`src/rtl/s820_resp_misr.sv`:
```
// Response compactor for the s820 controller: folds RESP into a MISR for LEN cycles,
// then holds the signature on a valid/ready handshake until it is consumed or aborted.
module s820_resp_misr #(
  parameter int                RESP_W = 19,
  parameter int                SIG_W  = 24,
  parameter int                CNT_W  = 16,
  parameter logic [SIG_W-1:0]  POLY   = 24'hE10000,
  parameter logic [SIG_W-1:0]  SEED   = 24'h000000
) (
  input  logic              CK,
  input  logic              RN,
  input  logic              START,
  input  logic [CNT_W-1:0]  LEN,
  input  logic              ABORT,
  input  logic [RESP_W-1:0] RESP,
  output logic [SIG_W-1:0]  SIG,
  output logic              SIG_VLD,
  input  logic              SIG_RDY,
  output logic              BUSY
);

  localparam logic [1:0] IDLE = 2'd0;
  localparam logic [1:0] RUN  = 2'd1;
  localparam logic [1:0] HOLD = 2'd2;

  logic [1:0]       state, state_n;
  logic [CNT_W-1:0] cnt, cnt_n;
  logic [SIG_W-1:0] sig_n, step;

  always_comb begin
    state_n = state;
    cnt_n   = cnt;
    sig_n   = SIG;
    step    = {SIG[SIG_W-2:0], 1'b0} ^ (SIG[SIG_W-1] ? POLY : '0) ^ SIG_W'(RESP);
    case (state)
      IDLE: if (START) begin
        sig_n = SEED;
        if (LEN != '0) begin
          cnt_n   = LEN;
          state_n = RUN;
        end else begin
          state_n = HOLD;
        end
      end
      RUN: if (ABORT) begin
        // abort wins over the final step: the run never presents a signature
        state_n = IDLE;
        sig_n   = '0;
        cnt_n   = '0;
      end else begin
        sig_n = step;
        cnt_n = cnt - CNT_W'(1);
        if (cnt == CNT_W'(1)) state_n = HOLD;
      end
      HOLD: if (ABORT) begin
        state_n = IDLE;
        sig_n   = '0;
        cnt_n   = '0;
      end else if (SIG_RDY) begin
        state_n = IDLE;
      end
      default: state_n = IDLE;
    endcase
  end

  // flags are registered off the next state so they line up with state itself
  always_ff @(posedge CK or negedge RN) begin
    if (!RN) begin
      state   <= IDLE;
      cnt     <= '0;
      SIG     <= '0;
      SIG_VLD <= 1'b0;
      BUSY    <= 1'b0;
    end else begin
      state   <= state_n;
      cnt     <= cnt_n;
      SIG     <= sig_n;
      SIG_VLD <= (state_n == HOLD);
      BUSY    <= (state_n != IDLE);
    end
  end

endmodule

```
`config.mk`:
```
export PLATFORM = sky130hd
export DESIGN_NAME = s820_resp_misr
export DESIGN_NICKNAME = d
export VERILOG_FILES = /design/src/rtl/s820_resp_misr.sv
export SDC_FILE = /design/constraint.sdc
export NUM_CORES = 1
export LEC_CHECK = 0
export CAP_MARGIN = 20
export CELL_PAD_IN_SITES_DETAIL_PLACEMENT = 2
export CELL_PAD_IN_SITES_GLOBAL_PLACEMENT = 2
export CORE_ASPECT_RATIO = 0.5
export CORE_MARGIN = 4
export CORE_UTILIZATION = 32
export CTS_BUF_LIST = sky130_fd_sc_hd__clkbuf_8
export DETAILED_ROUTE_END_ITERATION = 16
export PLACE_DENSITY = 0.9
export SETUP_SLACK_MARGIN = 0.2
export SKIP_CTS_REPAIR_TIMING = 1
export SKIP_LAST_GASP = 1
export SYNTH_ARGS = -nofsm -noshare
export SYNTH_HDL_FRONTEND = slang
export SYNTH_SLANG_ARGS = --single-unit
export TNS_END_PERCENT = 20
```
`constraint.sdc`:
```
create_clock -name CK -period 3.15 [get_ports CK]
set_input_delay 0.315 -clock CK [delete_from_list [all_inputs] [get_ports CK]]
set_output_delay 0.315 -clock CK [all_outputs]
set_load 0.02 [all_outputs]
```
==> results.cfg, run 1 <==
[outcome]
outcome = complete, no violations

[placed_design]
io_buffers = 65
gp_congestion = 0.850
hpwlAfterDp_um = 6060

[logic_synthesis]
yosysTopAreaCell = dfrtp_1
synth.avg_cell_area_um2 = 9.35
ys_warn_count = 0
ys_async_sr_fraction_pct = 100
synthTopCellsByArea = dfrtp_1, xnor2_1, o31ai_1
synth_nets = 314
synth_flop_cell = dfrtp_1
synth_edf_count = 0
synth_top_area_share_pct = 44.1
synth_cell_types = 50
ys_seq_elements = 44
synth_area_um2 = 2500
postSynthCellCount = 267
yosysSeqAreaShare_pct = 44.1

[critical_path]
critPathCaptureType = register
arrival_ns = 2.72
cp-start-kind = register
cp_max_fo = 12
required_ns = 3.37
criticalPathCategory = register to register

[detailed_routing]
wl_um = 8170
drcViolationCount = 0
wire_per_inst_um = 18.6
drtIter0Drc = 115
postRouteAntennaNets = 0
vias_per_cell = 5.29
vias = 2318
dr.pass1.iters = 4

[timing]
period_needed_ns = 2.50
setup_viol = 0
slew_headroom_pct = 60.9
hold_viol = 0
rsz0062_at_grt = no
layout_worst_path_cycle_share_pct = 79.3
skew_ns = 0.00289
tns_ns = 0
worstMarginPinSlew_ns = 0.583
fmax_ghz = 0.400
maxSlewViolCount = 0

[hold_path]
hp-class = primary input to asynchronous set/reset pin

[layout]
antennaDiodeCount = 0
fillers = 822
multi_input_area_um2 = 1290
areaGrowthSynthToFinish_pct = 34.6
layout-drive-gt1-share_pct = 7.58
regArea_um2 = 1100
fin_nets = 376

[global_routing]
grt_pass1_wl_um = 13600
overflow = 0
grtUsageTotal_pct = 18.2
grt_max_degree = 49
antenna_found_initial = 0
grt_pass1_vias = 2615

[power_and_ir_drop]
power.total_w = 0.00282
power.leakage_nw = 1.32
power_density_nw_per_um2 = 839
ir_drop_v = 0.000310

[floorplan]
die_height_um = 70.5
initial_core_util_pct = 33.5
rows = 22
coreArea_um2 = 7460
die_area_um2 = 9360
io_pins = 66
die_x_um = 133

[clock_network]
root_buffer = clkbuf_8
clkSlewWorstSetupHoldPaths_ns = 0.08
clockBufferDepth = 2
htreeDepth = 2
cts_made_buffers = 5
cts_sinks = 44
clock_latency_ns = 0.31
tritoncts = done

[run]
cap_violations = 0
==> flip-flops by register name (all words and copies together) (netlist names) <==
name / count
state: 2
SIG: 24
SIG_VLD: 1
BUSY: 1
cnt: 16
==> synthesized netlist by cell type (all sizes together), types with 2 or more instances <==
master,count
a32oi,6
xnor2,20
a21oi,13
inv,12
or3,3
nor3,6
dfrtp,44
o31ai,21
nor2,16
nor2b,3
a2111o,2
nor4,6
nand2,33
a22o,2
and2b,2
ha,7
clkbuf,8
o21ai,30
a221o,3
a31oi,4
buf,7
==> final timing paths <==
kind	from	slack [ns]	end	cells past startpoint
setup / recovery	state[0]	0.65	cnt[9]	7
min in group CK	cnt[12]	0.53	cnt[12]	1
max in group asynchronous	RN	2.34	SIG[16]	3
hold / removal	RN	0.36	cnt[5]	2
hold reg to reg	cnt[12]	0.53	cnt[12]	1
setup reg to reg	state[0]	0.65	cnt[9]	7
==> power by group <==
part | switching (W) | internal (W)
combinational | 0.000870 | 0.000593
clock | 0.000206 | 0.000175
sequential | 0.000219 | 0.000755
total | 0.00130 | 0.00152
==> through the flow <==
stage | worst slack [ns] | cell area, um^2 | cells | hold slack [ns] | util (%)
detailed placement | 0.673 | 3240 | 428 | 0.510 | 43.4
global route | 0.515 | 3360 | 438 | 0.365 | 45.1
global placement | 0.721 | 3240 | 428 | 0.488 | 43.4
finish | 0.651 | 3360 | 438 | 0.360 | 45.1
CTS | 0.661 | 3330 | 436 | 0.227 | 44.6
floorplan | 1.23 | 2500 | 267 | 0.0194 | -
==> cell families (layout without fill, tap and decap cells) <==
kind of cell	count (synthesis)	count (layout)	synth area share, %
AOI/OAI and AO/OA	89	89	23.8
and+or+nand+nor	79	79	16.8
DFF	44	44	44.1
buffers and inverters	27	90	4.36
xor gates and xnor gates	21	21	7.37
adders and majority gates	7	7	3.51
==> worst max-delay path, cell delays in order, from the launching register on <==
cell	delay, ns
dfrtp_1	0.49
inv_1	0.11
ha_1	0.43
inv_1	0.26
nor2_2	0.45
and4b_1	0.36
a22oi_1	0.10
o21ai_0	0.21
==> metal layers <==
layer / up-vias / track usage, % / part of all wire [%]
met4: 0 / 4.49 / 0.98
met2: 47 / 33.1 / 53
met3: 7 / 3.60 / 3.3
met5: - / 0 / 0
li1: 1090 / - / -
met1: 1174 / 22.0 / 42
==> cells in the final DEF, fill, tap and decap left out, drive strengths merged, types with 2 or more instances in the layout <==
cell type / instances
clkdlybuf4s50: 64
dfrtp: 44
nand2: 33
o21ai: 30
o31ai: 21
xnor2: 20
nor2: 16
inv: 13
a21oi: 13
ha: 7
nor3: 6
a32oi: 6
clkbuf: 6
nor4: 6
buf: 5
a31oi: 4
nor2b: 3
a221o: 3
or3: 3
a22o: 2
a2111o: 2
and2b: 2
==> final cells by class <==
type / instances / area share, %
Clock buffer: 6 / 2.46
Clock inverter: 2 / 0.335
Inverter: 12 / 1.34
Multi-Input combinational cell: 196 / 38.3
Sequential cell: 44 / 32.8
Tap cell: 108 / 4.02
Timing Repair Buffer: 70 / 20.8
(Power assumes the default switching activity.)
==> run 2: changes to the inputs <==
--- a/config.mk
+++ b/config.mk
@@ -10,10 +10,10 @@
 export CELL_PAD_IN_SITES_GLOBAL_PLACEMENT = 2
 export CORE_ASPECT_RATIO = 0.5
 export CORE_MARGIN = 4
-export CORE_UTILIZATION = 32
+export CORE_UTILIZATION = 30
 export CTS_BUF_LIST = sky130_fd_sc_hd__clkbuf_8
 export DETAILED_ROUTE_END_ITERATION = 16
-export PLACE_DENSITY = 0.9
+export PLACE_DENSITY = 0.85
 export SETUP_SLACK_MARGIN = 0.2
 export SKIP_CTS_REPAIR_TIMING = 1
 export SKIP_LAST_GASP = 1
==> constraint.sdc (replaced) <==
create_clock -name CK -period 2.4 [get_ports CK]
set_input_delay 0.24 -clock CK [delete_from_list [all_inputs] [get_ports CK]]
set_output_delay 0.24 -clock CK [all_outputs]
set_load 0.02 [all_outputs]
==> results.cfg, run 2 (same netlist as run 1, synthesis figures left out) <==
[outcome]
outcome = finished with violations
violations = hold timing

[timing]
worstMarginPinSlew_ns = 0.599
slew_headroom_pct = 60.1
layout_worst_path_cycle_share_pct = 85.8
maxSlewViolCount = 0
period_needed_ns = 2.06
fin_ws_ns = 0.341
setup_viol = 0
skew_ns = 0.0118
tns_ns = 0
hold_viol = 2
fmax_ghz = 0.486
rsz0062_at_grt = no
fin_hold_ws_ns = -0.00233

[layout]
reg_top3 = SIG x24, cnt x16, state x2
layout-drive-gt1-share_pct = 10.4
layout_commonest_cell = clkdlybuf4s50_1
regArea_um2 = 1100
fillers = 905
fin_nets = 381
antennaDiodeCount = 0
multi_input_area_um2 = 1290
most-common-layout-cells = clkdlybuf4s50_1, dfrtp_1, nand2_1
fin_cells = 447
largest_reg_flops = 24
largest-register = SIG
areaGrowthSynthToFinish_pct = 36.1
stdcell_area_um2 = 3400

[floorplan]
io_pins = 66
die_height_um = 72.5
rows = 23
die_x_um = 137
initial_core_util_pct = 31.0
coreArea_um2 = 8060
die_area_um2 = 9930

[detailed_routing]
wl_um = 8440
wire_per_inst_um = 18.9
postRouteAntennaNets = 0
drcViolationCount = 0
vias = 2370
dr.pass1.iters = 4
vias_per_cell = 5.30
drtIter0Drc = 87

[placed_design]
dpl-instance-area_um2 = 3290
gp_congestion = 0.895
dp.cells = 439
hpwlAfterDp_um = 6420
io_buffers = 65
place_ws_ns = 0.116

[clock_network]
clockBufferDepth = 2
tritoncts = done
clkSlewWorstSetupHoldPaths_ns = 0.10
cts_made_buffers = 5
cts_sinks = 44
clock_latency_ns = 0.32
root_buffer = clkbuf_8
htreeDepth = 2

[critical_path]
reg2reg_slack_ns = 0.34
cp_slowest_stage_delay_ns = 0.42
cp.buffers_inverters = 2
worstReg2RegEnd = cnt[7]
reg2reg_from = state[0]
critPathCaptureType = register
required_ns = 2.60
criticalPathCategory = register to register
path_cells = inv_1, ha_2, a221o_2, a21o_1, buf_4, o31ai_1, o21ai_0
worst_path_dominant_cell_family = compound AO/OA/AOI/OAI gates
cp-start-kind = register
arrival_ns = 2.26
rr_worst_depth = 7
cp_max_fo = 15
critPathSlowestCell = dfrtp_2

[global_routing]
overflow = 0
grt_pass1_wl_um = 14200
grtUsageTotal_pct = 18.2
grt_pass1_vias = 2766
grt_max_degree = 49
antenna_found_initial = 0

[power_and_ir_drop]
p_seq_share_pct = 33.6
p_switching_w = 0.00176
switching_share_pct = 45.9
ir_drop_v = 0.000291
internal_power_w = 0.00207
pwr-share-comb_pct = 52.7
power.total_w = 0.00383
power.leakage_nw = 1.33
pwr-share-clk_pct = 13.7
power_density_nw_per_um2 = 1130

[run]
cap_violations = 0

[hold_path]
hp-class = primary input to asynchronous set/reset pin
==> run 2: cell types whose count changed in the layout (fill, tap and decap cells not counted), sizes merged <==
| cell | before | now |
|---|---|---|
| clkinvlp | 1 | 2 |
| buf | 5 | 11 |
| inv | 13 | 12 |
| dlygate4sd3 | 1 | 0 |
==> run 2: routing by layer <==
metal | global-route usage (%) | share of wire (%)
met2 | 33.9 | 53
met5 | 0 | 0
met3 | 3.39 | 3.9
met1 | 21.2 | 42
met4 | 6.42 | 1.2
==> run 2: final cells by class <==
cell class	instances	share of cell area, %
Sequential cell	44	32.5
Tap cell	112	4.13
Clock buffer	6	2.43
Multi-Input combinational cell	196	38.0
Inverter	12	1.33
Timing Repair Buffer	75	21.2
Clock inverter	2	0.442
==> run 2: worst reg2reg max path, cell delays in order, from the launching register on <==
cell and delay [ns]:
dfrtp_2 0.42, inv_1 0.09, ha_2 0.23, a221o_2 0.42
a21o_1 0.21, buf_4 0.20, o31ai_1 0.26, o21ai_0 0.12
==> run 2: metrics by stage <==
step | util (%) | hold slack (ns)
after detailed placement | 40.9 | 0.381
after CTS | 42.1 | 0.0262
after global routing | 42.2 | 0.0258
after floorplan | - | -0.0556
after global placement | 40.9 | 0.368
final | 42.2 | -0.00233
==> run 2: worst max-delay path by stage <==
stage | end | startpoint | slack [ns] | depth (start not counted)
2_1_floorplan | cnt[11] | state[0] | 0.48 | 8
3_3_place_gp | cnt[10] | LEN[9] | 0.18 | 6
3_5_place_dp | cnt[10] | LEN[9] | 0.12 | 6
4_1_cts | cnt[7] | state[0] | 0.20 | 7
5_1_grt | cnt[7] | state[0] | 0.25 | 7
6_report | cnt[7] | state[0] | 0.34 | 7
==> run 2: power by group through the flow <==
stage	clock network (W)	logic [W]	registers [W]
floorplan	0	0.00112	0.00136
global placement	0	0.00190	0.00126
detailed placement	0	0.00202	0.00130
CTS	0.000548	0.00203	0.00129
global route	0.000595	0.00223	0.00133
finish	0.000524	0.00202	0.00129
==> run 3: changes to the inputs <==
--- a/config.mk
+++ b/config.mk
@@ -13,6 +13,7 @@
 export CORE_UTILIZATION = 30
 export CTS_BUF_LIST = sky130_fd_sc_hd__clkbuf_8
 export DETAILED_ROUTE_END_ITERATION = 16
+export MAX_ROUTING_LAYER = met4
 export PLACE_DENSITY = 0.85
 export SETUP_SLACK_MARGIN = 0.2
 export SKIP_CTS_REPAIR_TIMING = 1
==> results.cfg, run 3 (same netlist as run 1, synthesis figures left out) <==
[floorplan]
coreArea_um2 = 8060
initial_core_util_pct = 31.0
io_pins = 66
rows = 23
die_height_um = 72.5
die_area_um2 = 9930
die_x_um = 137

[layout]
most-common-layout-cells = clkdlybuf4s50_1, dfrtp_1, nand2_1
final_core_util_pct = 42.2
largest_reg_flops = 24
fillers = 883
reg_top3 = SIG x24, cnt x16, state x2
layout_commonest_cell = clkdlybuf4s50_1
stdcell_area_um2 = 3400
fin_cells = 448
layout-drive-gt1-share_pct = 10.7
antennaDiodeCount = 0
areaGrowthSynthToFinish_pct = 36.2
fin_nets = 382
largest-register = SIG

[placed_design]
hpwlAfterDp_um = 6280
dp.cells = 440
gp_congestion = 0.840
place_ws_ns = 0.121
io_buffers = 65
dpl-instance-area_um2 = 3300

[detailed_routing]
drcViolationCount = 0
drtIter0Drc = 88
wire_per_inst_um = 18.7
vias_per_cell = 5.27
wl_um = 8380
postRouteAntennaNets = 0
vias = 2363
dr.pass1.iters = 4

[timing]
setup_viol = 0
fmax_ghz = 0.481
hold_viol = 0
layout_worst_path_cycle_share_pct = 86.6
rsz0062_at_grt = no
worstMarginPinSlew_ns = 0.598
skew_ns = 0.00556
fin_ws_ns = 0.321
slew_headroom_pct = 60.1
period_needed_ns = 2.08
tns_ns = 0
maxSlewViolCount = 0

[run]
cap_violations = 0

[critical_path]
cp-start-kind = register
cp_slowest_stage_delay_ns = 0.44
criticalPathCategory = register to register
reg2reg_from = state[0]
startpoint = state[0]
arrival_ns = 2.26
cp_max_fo = 14
critPathCaptureType = register
required_ns = 2.58
path_cells = inv_1, ha_2, a221o_2, a21o_1, buf_4, o21ai_0, o21ai_0
critPathSlowestCell = dfrtp_2
crit_top_cell = o21ai_0

[global_routing]
grt_pass1_vias = 2655
grt_pass1_wl_um = 13800
grt_max_degree = 49
overflow = 0
antenna_found_initial = 0
grtUsageTotal_pct = 18.3

[power_and_ir_drop]
power.leakage_nw = 1.34
power_density_nw_per_um2 = 1120
ir_drop_v = 0.000363

[clock_network]
cts_made_buffers = 5
clkSlewWorstSetupHoldPaths_ns = 0.09
root_buffer = clkbuf_8
htreeDepth = 2
clock_latency_ns = 0.31
cts_sinks = 44
tritoncts = done
clockBufferDepth = 2

[hold_path]
hp-class = primary input to asynchronous set/reset pin

[outcome]
outcome = complete, no violations
[run 3: cell types whose count changed in the layout (fill, tap and decap cells not counted), sizes merged]
| cell | previous run | this run |
|---|---|---|
| clkinvlp | 2 | 0 |
| clkinv | 0 | 2 |
| buf | 11 | 12 |
[run 3: worst max-delay path: cells and delay by family, from the launching register on]
kind,cells,cell delay [ns]
buffers and inverters,2,0.28
adders and majority gates,1,0.24
AOI/OAI and AO/OA,4,0.98
DFF,1,0.44
[run 3: layout make-up]
type | instances | area (um^2) | share of cell area, %
clock inverter | 2 | 10.0 | 0.294
timing repair buffer | 76 | 728 | 21.4
tap | 112 | 140 | 4.12
inverter | 12 | 45.0 | 1.32
clock buffer | 6 | 82.6 | 2.43
multi-input combinational | 196 | 1290 | 37.9
sequential | 44 | 1100 | 32.5
[run 3: layer usage]
metal	up-vias	part of all wire [%]	track usage, %
met5	-	0	-
met4	0	0.91	3.98
met3	8	4.1	3.39
met2	46	52	33.6
met1	1215	43	20.9
li1	1094	-	-
[run 3: power by group]
part,internal [W],total [W],switching (W)
logic,0.000855,0.00202,0.00117
clock network,0.000230,0.000511,0.000281
registers,0.000994,0.00128,0.000291
[run 3: worst paths after layout]
| check | end | slack (ns) | cells past startpoint |
|---|---|---|---|
| setup / recovery | cnt[4] | 0.32 | 7 |
| hold / removal | SIG[15] | 0.01 | 2 |
| setup reg to reg | cnt[4] | 0.32 | 7 |
| hold reg to reg | cnt[12] | 0.53 | 1 |
| max in group asynchronous | state[1] | 1.95 | 2 |
| min in group CK | cnt[12] | 0.53 | 1 |
[run 3: per-stage QoR]
step                hold slack [ns]  total power [W]
finish                       0.0123          0.00382
global route                 0.0650          0.00413
CTS                          0.0295          0.00386
detailed placement            0.380          0.00331
global placement              0.365          0.00317
floorplan                   -0.0556          0.00248
